### config.mk
export PLATFORM = sky130hd
export DESIGN_NAME = lsu_store_ctrl
export DESIGN_NICKNAME = d
export VERILOG_FILES = /design/src/rtl/lsu_store_ctrl.sv
export SDC_FILE = /design/constraint.sdc
export NUM_CORES = 1
export LEC_CHECK = 0
export CAP_MARGIN = 10
export CELL_PAD_IN_SITES_DETAIL_PLACEMENT = 0
export CELL_PAD_IN_SITES_GLOBAL_PLACEMENT = 1
export CORE_MARGIN = 2
export CORE_UTILIZATION = 48
export CTS_CLUSTER_SIZE = 10
export DETAILED_ROUTE_END_ITERATION = 10
export MAX_ROUTING_LAYER = met4
export PLACE_DENSITY_LB_ADDON = 0.1
export SYNTH_ARGS = -nofsm -noshare
export SYNTH_HDL_FRONTEND = slang
export SYNTH_SLANG_ARGS = --single-unit
export TNS_END_PERCENT = 20
### constraint.sdc
create_clock -name clk -period 4.2 [get_ports clk]
set_input_delay 0.63 -clock clk [delete_from_list [all_inputs] [get_ports clk]]
set_output_delay 0.63 -clock clk [all_outputs]
set_load 0.02 [all_outputs]
### src/rtl/lsu_store_ctrl.sv
// LSU store sequencer: store FIFO, req/ack memory-port driver, byte-lane enables and misalignment checks.
// Build macro STORE_MISALIGN_SPLIT_EN: misaligned half/word stores are split into two word accesses instead of dropped.
module lsu_store_ctrl #(
  parameter int DEPTH  = 4,
  parameter int ADDR_W = 32
) (
  input  logic              clk,
  input  logic              rst,
  input  logic              st_valid,
  output logic              st_ready,
  input  logic [1:0]        st_size,
  input  logic [ADDR_W-1:0] st_addr,
  input  logic [31:0]       st_data,
  output logic              mem_req,
  output logic [ADDR_W-1:0] mem_addr,
  output logic [31:0]       mem_wdata,
  output logic [3:0]        write_enable,
  input  logic              mem_ack,
  output logic              st_err,
  output logic [ADDR_W-1:0] err_addr,
  output logic              busy
);

  localparam int PTR_W = (DEPTH > 1) ? $clog2(DEPTH) : 1;
  localparam logic [PTR_W:0] FULL_CNT = (PTR_W+1)'(DEPTH);

  localparam logic [1:0] ST_IDLE  = 2'd0;
  localparam logic [1:0] ST_ISSUE = 2'd1;
`ifdef STORE_MISALIGN_SPLIT_EN
  localparam logic [1:0] ST_ISSUE2 = 2'd2;
`endif

  localparam logic [1:0] SZ_BYTE = 2'b00;
  localparam logic [1:0] SZ_HALF = 2'b01;
  localparam logic [1:0] SZ_WORD = 2'b10;

  // ---------------- store FIFO ----------------
  logic [1:0]        fifo_size [DEPTH];
  logic [ADDR_W-1:0] fifo_addr [DEPTH];
  logic [31:0]       fifo_data [DEPTH];
  logic [PTR_W-1:0]  wr_ptr_q, rd_ptr_q;
  logic [PTR_W:0]    count_q;
  logic              full, empty, push, load;

  assign full     = (count_q == FULL_CNT);
  assign empty    = (count_q == '0);
  assign st_ready = !full;
  assign push     = st_valid && !full;

  // NOTE: the entry array is deliberately not reset; only pointers and count need a known value, and no entry is read before it is written.
  always_ff @(posedge clk) begin
    if (push) begin
      fifo_size[wr_ptr_q] <= st_size;
      fifo_addr[wr_ptr_q] <= st_addr;
      fifo_data[wr_ptr_q] <= st_data;
    end
  end

  // NOTE: sequential state uses non-blocking assignments so every register samples pre-edge values regardless of statement order.
  always_ff @(posedge clk or posedge rst) begin
    if (rst) begin
      wr_ptr_q <= '0;
      rd_ptr_q <= '0;
      count_q  <= '0;
    end else begin
      if (push) wr_ptr_q <= wr_ptr_q + PTR_W'(1);
      if (load) rd_ptr_q <= rd_ptr_q + PTR_W'(1);
      case ({push, load})
        2'b10:   count_q <= count_q + (PTR_W+1)'(1);
        2'b01:   count_q <= count_q - (PTR_W+1)'(1);
        default: count_q <= count_q;
      endcase
    end
  end

  // ---------------- head decode ----------------
  logic [1:0]        head_size;
  logic [ADDR_W-1:0] head_addr;
  logic [31:0]       head_data;
  logic [1:0]        head_off;
  logic [3:0]        lane_mask, lane_we;
  logic [31:0]       lane_wdata;
  logic              misaligned, illegal, drop;

  assign head_size = fifo_size[rd_ptr_q];
  assign head_addr = fifo_addr[rd_ptr_q];
  assign head_data = fifo_data[rd_ptr_q];
  assign head_off  = head_addr[1:0];

  always_comb begin
    // NOTE: every combinational output is defaulted first so no path through the case can infer a latch.
    lane_mask  = 4'b0000;
    lane_wdata = '0;
    misaligned = 1'b0;
    illegal    = 1'b0;
    case (head_size)
      SZ_BYTE: begin
        lane_mask  = 4'b0001;
        lane_wdata = {4{head_data[7:0]}};
      end
      SZ_HALF: begin
        lane_mask  = 4'b0011;
        lane_wdata = {2{head_data[15:0]}};
        misaligned = head_off[0];
      end
      SZ_WORD: begin
        lane_mask  = 4'b1111;
        lane_wdata = head_data;
        misaligned = (head_off != 2'b00);
      end
      default: illegal = 1'b1;
    endcase
    lane_we = lane_mask << head_off;
  end

`ifdef STORE_MISALIGN_SPLIT_EN
  // Misaligned data/mask shifted across a 64-bit window: low word goes first, high word to addr+4.
  logic [31:0] masked_data;
  logic [63:0] wide_data;
  logic [7:0]  wide_we;

  assign masked_data = (head_size == SZ_HALF) ? {16'h0000, head_data[15:0]} : head_data;
  assign wide_data   = {32'h0, masked_data} << {head_off, 3'b000};
  assign wide_we     = {4'h0, lane_mask} << head_off;
  assign drop        = illegal;
`else
  assign drop        = illegal || misaligned;
`endif

  // ---------------- issue FSM and holding register ----------------
  logic [1:0]        state_q, state_d;
  logic [ADDR_W-1:0] addr_q, addr_d;
  logic [31:0]       wdata_q, wdata_d;
  logic [3:0]        we_q, we_d;
  logic              err_q, err_d;
  logic [ADDR_W-1:0] err_addr_q, err_addr_d;
  logic              xfer_last;
`ifdef STORE_MISALIGN_SPLIT_EN
  logic              split_q, split_d;
  logic [31:0]       wdata_hi_q, wdata_hi_d;
  logic [3:0]        we_hi_q, we_hi_d;

  assign xfer_last = mem_ack && ((state_q == ST_ISSUE && !split_q) || state_q == ST_ISSUE2);
`else
  assign xfer_last = mem_ack && (state_q == ST_ISSUE);
`endif

  // The head is taken whenever the port is free or its final access is acknowledged this edge.
  assign load = !empty && (state_q == ST_IDLE || xfer_last);

  always_comb begin
    state_d    = state_q;
    addr_d     = addr_q;
    wdata_d    = wdata_q;
    we_d       = we_q;
    err_d      = 1'b0;
    err_addr_d = err_addr_q;
`ifdef STORE_MISALIGN_SPLIT_EN
    split_d    = split_q;
    wdata_hi_d = wdata_hi_q;
    we_hi_d    = we_hi_q;
`endif
    if (load) begin
      if (drop) begin
        state_d    = ST_IDLE;
        err_d      = 1'b1;
        err_addr_d = head_addr;
      end else begin
        state_d = ST_ISSUE;
        addr_d  = {head_addr[ADDR_W-1:2], 2'b00};
`ifdef STORE_MISALIGN_SPLIT_EN
        split_d    = misaligned;
        wdata_d    = misaligned ? wide_data[31:0] : lane_wdata;
        we_d       = misaligned ? wide_we[3:0]    : lane_we;
        wdata_hi_d = wide_data[63:32];
        we_hi_d    = wide_we[7:4];
`else
        wdata_d = lane_wdata;
        we_d    = lane_we;
`endif
      end
    end else if (mem_ack) begin
`ifdef STORE_MISALIGN_SPLIT_EN
      if (state_q == ST_ISSUE)       state_d = split_q ? ST_ISSUE2 : ST_IDLE;
      else if (state_q == ST_ISSUE2) state_d = ST_IDLE;
`else
      if (state_q == ST_ISSUE) state_d = ST_IDLE;
`endif
    end
  end

  always_ff @(posedge clk or posedge rst) begin
    if (rst) begin
      state_q    <= ST_IDLE;
      addr_q     <= '0;
      wdata_q    <= '0;
      we_q       <= '0;
      err_q      <= 1'b0;
      err_addr_q <= '0;
`ifdef STORE_MISALIGN_SPLIT_EN
      split_q    <= 1'b0;
      wdata_hi_q <= '0;
      we_hi_q    <= '0;
`endif
    end else begin
      state_q    <= state_d;
      addr_q     <= addr_d;
      wdata_q    <= wdata_d;
      we_q       <= we_d;
      err_q      <= err_d;
      err_addr_q <= err_addr_d;
`ifdef STORE_MISALIGN_SPLIT_EN
      split_q    <= split_d;
      wdata_hi_q <= wdata_hi_d;
      we_hi_q    <= we_hi_d;
`endif
    end
  end

  // ---------------- outputs ----------------
  assign mem_req = (state_q != ST_IDLE);
`ifdef STORE_MISALIGN_SPLIT_EN
  assign mem_addr     = !mem_req ? '0 : (state_q == ST_ISSUE2) ? addr_q + ADDR_W'(4) : addr_q;
  assign mem_wdata    = !mem_req ? '0 : (state_q == ST_ISSUE2) ? wdata_hi_q : wdata_q;
  assign write_enable = !mem_req ? '0 : (state_q == ST_ISSUE2) ? we_hi_q : we_q;
`else
  assign mem_addr     = mem_req ? addr_q  : '0;
  assign mem_wdata    = mem_req ? wdata_q : '0;
  assign write_enable = mem_req ? we_q    : '0;
`endif
  assign st_err   = err_q;
  assign err_addr = err_addr_q;
  assign busy     = !empty || mem_req;

endmodule

==> impl_metrics.ini, run 1 <==
[cts]
numCtsBuffers = 43
cts_hold_buf = 0
cts_root_buf = clkbuf_16
post_cts_buffers = 0
clkSinkCount = 371
path_clk_slew_ns = 0.05
ctsHtreeMaxLevel = 2
tritoncts = yes
clkLatencyLatePin_ns = 0.52
cts_resized = 0
cts.path.max_buffers = 3

[yosys]
synth_seq_cells = 371
yosysSeqAreaShare_pct = 73.11
synth_largest_area_cell = edfxtp_1
yosysWarningCount = 0
synth_ff_type = edfxtp_1
synth_cell_type_count = 40
synth_top_cell_area_share_pct = 54.65
postSynthCellCount = 785
avgSynthCellArea_um2 = 18.48
async_reset_ff_share_pct = 28.84
ys_top_cells_by_area = edfxtp_1 55%, dfrtp_1 18%, mux4_2 10%
synth_edf_count = 264
syn-cell-area_um2 = 14510

[sta]
rsz0062_at_grt = no
fin_tns_setup_ns = 0
skew_ns = 0.009958
setup_viol = 0
finalCritPeriodShare_pct = 84.84
finalHoldViolations = 0
tightestPinTransition_ns = 1.110
fin_ws_ns = 0.6366
clock.fmax_mhz = 280.6
slew_viol_final = 0
period_needed_ns = 3.563
holdWs_ns = 0.4945
max_slew_margin_pct = 25.82

[pwr]
p_per_area_nw_per_um2 = 858.1
pwr-share-seq_pct = 36.2
internal_power_w = 0.01012
power_frac_clock_pct = 21.7
max-vdd-ir-drop_uv = 473.4
power.switching_w = 0.005241
netSwitchingFraction_pct = 34.13
cellLeakagePower_nw = 6.276
p_total_w = 0.01536
comb_power_share_pct = 42.2

[detailed_routing]
vias_per_cell = 5.461
ant_nets = 0
vias = 7596
drt_iter0_drc = 535
detailedRoute.firstPassIterationCount = 6
drcViolationCount = 0
routed_wl_mm = 30.38
avgRoutedWirePerCell_um = 21.84

[grt]
use_met2_pct = 33.83
busiest_layer = met2
grt_first_pass_wirelength_mm = 46.94
track_usage_pct = 20.26
grtUsageMet3_pct = 3.042
grt_max_degree = 81
antenna_found_initial = 0
globalRouteOverflowTotal = 0
use_met1_pct = 26.18
grt_pass1_vias = 8127

[min_path]
hold_path.class = reg2reg

[layout]
nets = 1046
drive_gt1_share_pct = 20.00
area_growth_syn_to_layout_pct = 23.36
final_common_cell = edfxtp_1
fillers = 2168
final_cell_mix = 264 x edfxtp_1, 171 x clkdlybuf4s50_1, 104 x dfrtp_1, 68 x and2_1, 66 x mux4_2

[setup_path]
endpoint_kind = flip-flop
critPathMaxFanout = 29
crit_required_ns = 4.59
worst_setup_path_start_kind = flip-flop
cp.arrival_ns = 3.96
crit_type = reg2reg

[floorplanning]
fp.dieH_um = 177.8
initial_core_util_pct = 48.81
rows = 63
ios = 174
core_um2 = 29720
die_area_um2 = 31630
fp.dieW_um = 177.8

[place]
post-place-ws_ns = 0.6244
hpwl_mm = 18.91
io_buffers = 171
globalplace.congestion = 0.8233

[job]
drv.max_cap_violation_count = 0

[outcome]
status = complete, no violations
-- power by group through the flow --
stage               registers (W)  clock network (W)  logic, W
floorplan                 0.00564                  0   0.00426
global placement          0.00557                  0   0.00642
detailed placement        0.00563                  0   0.00658
CTS                       0.00557            0.00340   0.00660
global route              0.00566            0.00357   0.00700
finish                    0.00556            0.00333   0.00647
-- state kept, by name, indices dropped and copies added (netlist names) --
name / count
addr_q: 30
count_q: 3
err_addr: 32
fifo_addr: 128
fifo_data: 128
fifo_size: 8
rd_ptr_q: 2
st_err: 1
state_q: 1
wdata_q: 32
we_q: 4
wr_ptr_q: 2
-- path summary, 6_finish.rpt --
| path | to | slack (ns) | depth (start not counted) | startpoint |
|---|---|---|---|---|
| max | addr_q[3]$_DFFE_PP0P_ | 0.64 | 8 | rd_ptr_q[1]$_DFFE_PP0P_ |
| min | addr_q[15]$_DFFE_PP0P_ | 0.49 | 1 | addr_q[15]$_DFFE_PP0P_ |
| max reg2reg | addr_q[3]$_DFFE_PP0P_ | 0.64 | 8 | rd_ptr_q[1]$_DFFE_PP0P_ |
| min reg2reg | addr_q[15]$_DFFE_PP0P_ | 0.49 | 1 | addr_q[15]$_DFFE_PP0P_ |
| max in group asynchronous | err_addr[16]$_DFFE_PP0P_ | 2.49 | 3 | rst |
| min in group asynchronous | st_err$_DFF_PP0_ | 0.74 | 2 | rst |
-- kinds of logic after synthesis --
kind of cell / count (synthesis) / share of synthesized area, %
DFF: 371 / 73.11
and+or+nand+nor: 111 / 4.278
muxes: 132 / 15.35
other: 1 / 0.02585
buffers and inverters: 59 / 1.923
xor gates and xnor gates: 6 / 0.3623
AOI/OAI and AO/OA: 95 / 4.037
adders and majority gates: 10 / 0.9143
-- through the flow --
step,cell area [um^2],util (%),cells
CTS,17890,60.21,1390
global route,17890,60.21,1390
global placement,16630,55.95,1311
floorplan,14510,-,786
detailed placement,16630,55.95,1311
finish,17890,60.22,1391
-- cells in the mapped netlist (11+ instances only) --
master / instances
inv_1: 11
a21oi_1: 18
dfrtp_1: 107
mux4_2: 66
clkbuf_1: 23
edfxtp_1: 264
nand2_1: 28
a31oi_1: 16
a22oi_1: 16
mux2_2: 61
o21ai_0: 27
and2_1: 68
-- final cells by class --
cell class | instances | area (um^2) | area share [%]
flip-flops and latches | 371 | 10610 | 59.31
diodes | 1 | 2.502 | 0.01398
repair buffers | 183 | 1814 | 10.14
clock inverters | 1 | 5.005 | 0.02797
well taps | 390 | 488.0 | 2.727
clock buffers | 78 | 1260 | 7.041
inverters | 11 | 43.79 | 0.2447
multi-input cells | 356 | 3667 | 20.49
-- critical path, stage by stage (launching register included) --
cell and delay, ns:
dfrtp_4 0.61, mux4_2 0.39, ha_1 0.26, buf_4 0.19, and2_1 0.21, a221o_1 0.63, nor2_4 0.49, buf_12 0.28
mux2_2 0.37
-- per-layer routing --
metal	vias up	part of all wire [%]	wire, um
met1	3907	42	12720
met4	0	2.1	643
met5	-	0	0
met2	238	51	15570
li1	3397	-	-
met3	54	4.8	1452
No activity file was read; power rests on OpenSTA's default activity.
==> run 2, diff against run 1 <==
Clock period 4.2 ns to 3.7 ns, I/O delays scaled along.
==> run 2 against run 1 <==
Sequential share of layout area shrank 0.44 points. Combinational power grew 15%. Total power grew 14%. Via count grew 0.12%. Register-to-register slack lost 0.26 ns. Global-route usage shrank 0.090 points. Wire length shrank 0.72%. Sequential power grew 14%. Cell area grew 0.75%. Count of clock-buffer cells in the layout grew 1. Flip-flop and latch count is the same. Worst setup slack lost 0.26 ns. Critical path type unchanged. Largest cell class unchanged.
==> impl_metrics.ini, run 2 (synthesis gave the netlist of run 1 again) <==
[detailed_routing]
detailedRoute.firstPassIterationCount = 5
routed_wl_mm = 30.16
drt_iter0_drc = 615
ant_nets = 0
avgRoutedWirePerCell_um = 21.62
vias = 7605
drcViolationCount = 0
vias_per_cell = 5.452

[sta]
tightestPinTransition_ns = 1.100
rsz0062_at_grt = no
finalCritPeriodShare_pct = 89.91
fin_ws_ns = 0.3732
max_slew_margin_pct = 26.46
fin_tns_setup_ns = 0
skew_ns = 0.01238
slew_viol_final = 0
period_needed_ns = 3.327
finalHoldViolations = 0
setup_viol = 0
clock.fmax_mhz = 300.6

[grt]
grt_max_degree = 55
track_usage_pct = 20.17
antenna_found_initial = 0
globalRouteOverflowTotal = 0
grtUsageMet3_pct = 3.063
use_met1_pct = 26.56
grt_pass1_vias = 8093
use_met2_pct = 33.14
grt_first_pass_wirelength_mm = 46.67
busiest_layer = met2

[pwr]
max-vdd-ir-drop_uv = 559.6
internal_power_w = 0.01162
power.switching_w = 0.005960
netSwitchingFraction_pct = 33.90
power_frac_clock_pct = 21.8
cellLeakagePower_nw = 6.333
comb_power_share_pct = 42.2
pwr-share-seq_pct = 36.0
p_per_area_nw_per_um2 = 975.1

[setup_path]
worst_setup_path_start_kind = flip-flop
critPathMaxFanout = 20
r2r-start = rd_ptr_q[1]$_DFFE_PP0P_
endpoint_kind = flip-flop
cp.arrival_ns = 3.71
crit_required_ns = 4.09
r2r-end = we_q[0]$_DFFE_PP0P_
rr_worst_depth = 8
crit_type = reg2reg
r2r_setup_slack_ns = 0.37

[place]
globalplace.congestion = 0.8166
post-place-ws_ns = 0.2726
io_buffers = 171
hpwl_mm = 19.04

[min_path]
hold_path.class = reg2reg
hold_path_depth = 1
worstHoldEndpoint = err_addr[13]$_DFFE_PP0P_
hp-start = err_addr[13]$_DFFE_PP0P_

[floorplanning]
ios = 174
fp.dieH_um = 177.8
initial_core_util_pct = 48.81
rows = 63
fp.dieW_um = 177.8
core_um2 = 29720
die_area_um2 = 31630

[cts]
numCtsBuffers = 43
tritoncts = yes
path_clk_slew_ns = 0.06
cts_root_buf = clkbuf_16
post_cts_buffers = 0
clkSinkCount = 371
cts_hold_buf = 0
cts.path.max_buffers = 3
clkLatencyLatePin_ns = 0.53
ctsHtreeMaxLevel = 2

[job]
drv.max_cap_violation_count = 0

[layout]
top_regs = fifo_addr: 128 flops, fifo_data: 128 flops
final_cell_mix = 264 x edfxtp_1, 171 x clkdlybuf4s50_1, 104 x dfrtp_1, 68 x and2_1, 66 x mux4_2
multiInputGateArea_um2 = 3667
nets = 1051
regArea_um2 = 10610
n_antenna_cell = 0
drive_gt1_share_pct = 20.40
area_growth_syn_to_layout_pct = 24.28
final_common_cell = edfxtp_1
fillers = 2146

[outcome]
status = complete, no violations
==> run 2: power groups by stage <==
stage                     clock network [W]  registers [W]  logic, W
final                               0.00384        0.00632   0.00742
after global routing                0.00410        0.00645   0.00804
after CTS                           0.00394        0.00634   0.00754
after detailed placement                  0        0.00641   0.00752
after global placement                    0        0.00632   0.00735
after floorplan                           0        0.00640   0.00483
==> run 2: worst max-delay path: stages, from the launching register on <==
cell and delay, ns:
dfrtp_4 0.61, mux4_2 0.41, inv_1 0.12, ha_1 0.28, and2_1 0.24, a221oi_4 0.36, buf_4 0.28, nand2_1 0.40
o41ai_1 0.47
==> run 2: layout make-up <==
cell class	count	share of cell area, %
timing repair buffer	188	10.71
clock buffer	79	7.127
multi-input combinational	356	20.34
sequential	371	58.87
tap	390	2.707
inverter	11	0.2429
==> run 2: routing by layer <==
metal  vias up  part of all wire, %
met5         -                    0
met2       231                   50
li1       3411                    -
met4         0                  1.8
met3        47                  4.7
met1      3916                   43
==> run 2: worst max-delay path by stage <==
stage | from | end | slack, ns
floorplan | rd_ptr_q[0]$_DFFE_PP0P_ | addr_q[2]$_DFFE_PP0P_ | 0.23
global placement | rd_ptr_q[0]$_DFFE_PP0P_ | addr_q[13]$_DFFE_PP0P_ | 0.41
detailed placement | rd_ptr_q[0]$_DFFE_PP0P_ | we_q[0]$_DFFE_PP0P_ | 0.27
CTS | rd_ptr_q[0]$_DFFE_PP0P_ | we_q[0]$_DFFE_PP0P_ | 0.25
global route | rd_ptr_q[1]$_DFFE_PP0P_ | we_q[0]$_DFFE_PP0P_ | 0.07
finish | rd_ptr_q[1]$_DFFE_PP0P_ | we_q[0]$_DFFE_PP0P_ | 0.37
==> run 2: repair_timing <==
action / 4_1_cts / 5_1_grt
resized for setup: 0 / 1
hold endpoints to repair: 0 / 0
endpoints found under the setup margin: 0 / 1
==> run 2: through the flow <==
| stage | power [W] | area (um^2) | hold slack (ns) | instances | util [%] |
|---|---|---|---|---|---|
| 2_1_floorplan | 0.01124 | 14510 | 0.4414 | 786 | - |
| 5_1_grt | 0.01859 | 18030 | 0.5114 | 1395 | 60.67 |
| 4_1_cts | 0.01781 | 18020 | 0.4921 | 1395 | 60.65 |
| 3_3_place_gp | 0.01367 | 16740 | 0.4681 | 1316 | 56.33 |
| 3_5_place_dp | 0.01393 | 16740 | 0.4798 | 1316 | 56.33 |
| 6_report | 0.01758 | 18030 | 0.4833 | 1395 | 60.67 |
==> run 3, diff against run 2 <==
Settings changed: PLACE_DENSITY from default to 0.88, PLACE_DENSITY_LB_ADDON 0.1 to default.
==> run 3 against run 2 <==
Worst hold slack got worse by 0.057 ns. Flip-flop and latch count unchanged. Worst setup slack improved by 0.14 ns. Critical path type unchanged.
==> impl_metrics.ini, run 3 (synthesis gave the netlist of run 1 again) <==
[outcome]
status = complete, no violations

[layout]
fin_util_pct = 60.58
fin_cells = 1400
final_common_cell = edfxtp_1
nets = 1054
drive_gt1_share_pct = 20.73
area_growth_syn_to_layout_pct = 24.10
top_regs = fifo_addr: 128 flops, fifo_data: 128 flops
final_cell_mix = 264 x edfxtp_1, 171 x clkdlybuf4s50_1, 104 x dfrtp_1, 68 x and2_1, 66 x mux4_2

[setup_path]
cp.arrival_ns = 3.59
r2r-start = rd_ptr_q[0]$_DFFE_PP0P_
path_cells = mux4_2 -> inv_1 -> ha_1 -> and2_1 -> a221oi_4 -> buf_4 -> nand2_1 -> o41ai_1
slowest_stage = mux4_2
worst_setup_path_start_kind = flip-flop
r2r-end = we_q[0]$_DFFE_PP0P_
endpoint_kind = flip-flop
crit_type = reg2reg
r2r_setup_slack_ns = 0.52
cpPeakStageDelay_ns = 0.54
critPathMaxFanout = 20
crit_required_ns = 4.11
rr_worst_depth = 8

[detailed_routing]
detailedRoute.firstPassIterationCount = 5
drt_iter0_drc = 553
vias = 7753
drcViolationCount = 0
routed_wl_mm = 30.41
ant_nets = 0
vias_per_cell = 5.538
avgRoutedWirePerCell_um = 21.72

[sta]
clock.fmax_mhz = 314.0
setup_viol = 0
slew_viol_final = 0
finalHoldViolations = 0
finalCritPeriodShare_pct = 86.07
period_needed_ns = 3.184
fin_tns_setup_ns = 0
max_slew_margin_pct = 23.10
rsz0062_at_grt = no
skew_ns = 0.01670
tightestPinTransition_ns = 1.151

[floorplanning]
rows = 63
initial_core_util_pct = 48.81
core_um2 = 29720
fp.dieH_um = 177.8
die_area_um2 = 31630
ios = 174
fp.dieW_um = 177.8

[grt]
use_met1_pct = 27.65
track_usage_pct = 20.29
grt_first_pass_wirelength_mm = 46.53
globalRouteOverflowTotal = 0
antenna_found_initial = 2
use_met2_pct = 31.69
grtUsageMet3_pct = 4.092
grt_max_degree = 70
grt_pass1_vias = 8072
busiest_layer = met2

[pwr]
comb_power_share_pct = 42.1
max-vdd-ir-drop_uv = 447.3
cellLeakagePower_nw = 6.333
netSwitchingFraction_pct = 34.22
internal_power_w = 0.01151
power.switching_w = 0.005991
p_per_area_nw_per_um2 = 972.4
p_total_w = 0.01751
pwr-share-seq_pct = 36.1
power_frac_clock_pct = 21.8

[place]
globalplace.congestion = 0.7852
hpwl_mm = 18.92
dpl.cell_count = 1319
io_buffers = 171

[cts]
cts_resized = 0
cts_hold_buf = 0
tritoncts = yes
post_cts_buffers = 0
numCtsBuffers = 43
clkSinkCount = 371
cts.path.max_buffers = 3
ctsHtreeMaxLevel = 2
clkLatencyLatePin_ns = 0.53
path_clk_slew_ns = 0.06
cts_root_buf = clkbuf_16

[min_path]
hold_path.class = in2async

[job]
drv.max_cap_violation_count = 0
## run 3: metal layers
| metal | routed length, um | part of all wire, % |
|---|---|---|
| met1 | 13290 | 44 |
| met2 | 14950 | 49 |
| met3 | 1667 | 5.5 |
| met4 | 503 | 1.7 |
| met5 | 0 | 0 |
## run 3: worst max path at each step
stage / start / endpoint / slack (ns) / depth (start not counted)
floorplan: rd_ptr_q[0]$_DFFE_PP0P_ / addr_q[2]$_DFFE_PP0P_ / 0.23 / 12
CTS: state_q[0]$_DFFE_PP0P_ / busy / 0.46 / 2
global placement: rd_ptr_q[0]$_DFFE_PP0P_ / we_q[0]$_DFFE_PP0P_ / 0.61 / 8
global route: rd_ptr_q[0]$_DFFE_PP0P_ / we_q[1]$_DFFE_PP0P_ / 0.28 / 8
detailed placement: rd_ptr_q[0]$_DFFE_PP0P_ / we_q[0]$_DFFE_PP0P_ / 0.52 / 8
finish: rd_ptr_q[0]$_DFFE_PP0P_ / we_q[0]$_DFFE_PP0P_ / 0.52 / 8
## run 3: critical path, delay by kind of cell (launching register included)
kind / cells / cell delay (ns)
muxes: 1 / 0.54
AOI/OAI and AO/OA: 2 / 0.75
DFF: 1 / 0.44
buffers and inverters: 2 / 0.39
and+or+nand+nor: 2 / 0.68
adders and majority gates: 1 / 0.27
## run 3: layout make-up
type	count	area [um^2]
antenna	2	5.005
clock buffer	76	1252
clock inverter	3	28.78
fill	2195	11720
inverter	11	43.79
multi-input combinational	356	3659
sequential	371	10610
tap	390	488.0
timing repair buffer	191	1912
## run 3: power groups by stage
stage	Clock (W)	Sequential, W	Combinational [W]
after global routing	0.00406	0.00645	0.00796
after CTS	0.00389	0.00633	0.00745
final	0.00381	0.00632	0.00737
after global placement	0	0.00635	0.00731
after floorplan	0	0.00640	0.00483
after detailed placement	0	0.00640	0.00743
## run 3: through the flow
| step | instance area (um^2) | hold WS, ns | worst slack (ns) |
|---|---|---|---|
| 5_1_grt | 18000 | 0.4623 | 0.2757 |
| 6_report | 18000 | 0.4261 | 0.5155 |
| 3_5_place_dp | 16720 | 0.4575 | 0.5248 |
| 3_3_place_gp | 16720 | 0.4661 | 0.6056 |
| 2_1_floorplan | 14510 | 0.4414 | 0.2327 |
| 4_1_cts | 18000 | 0.4377 | 0.4598 |
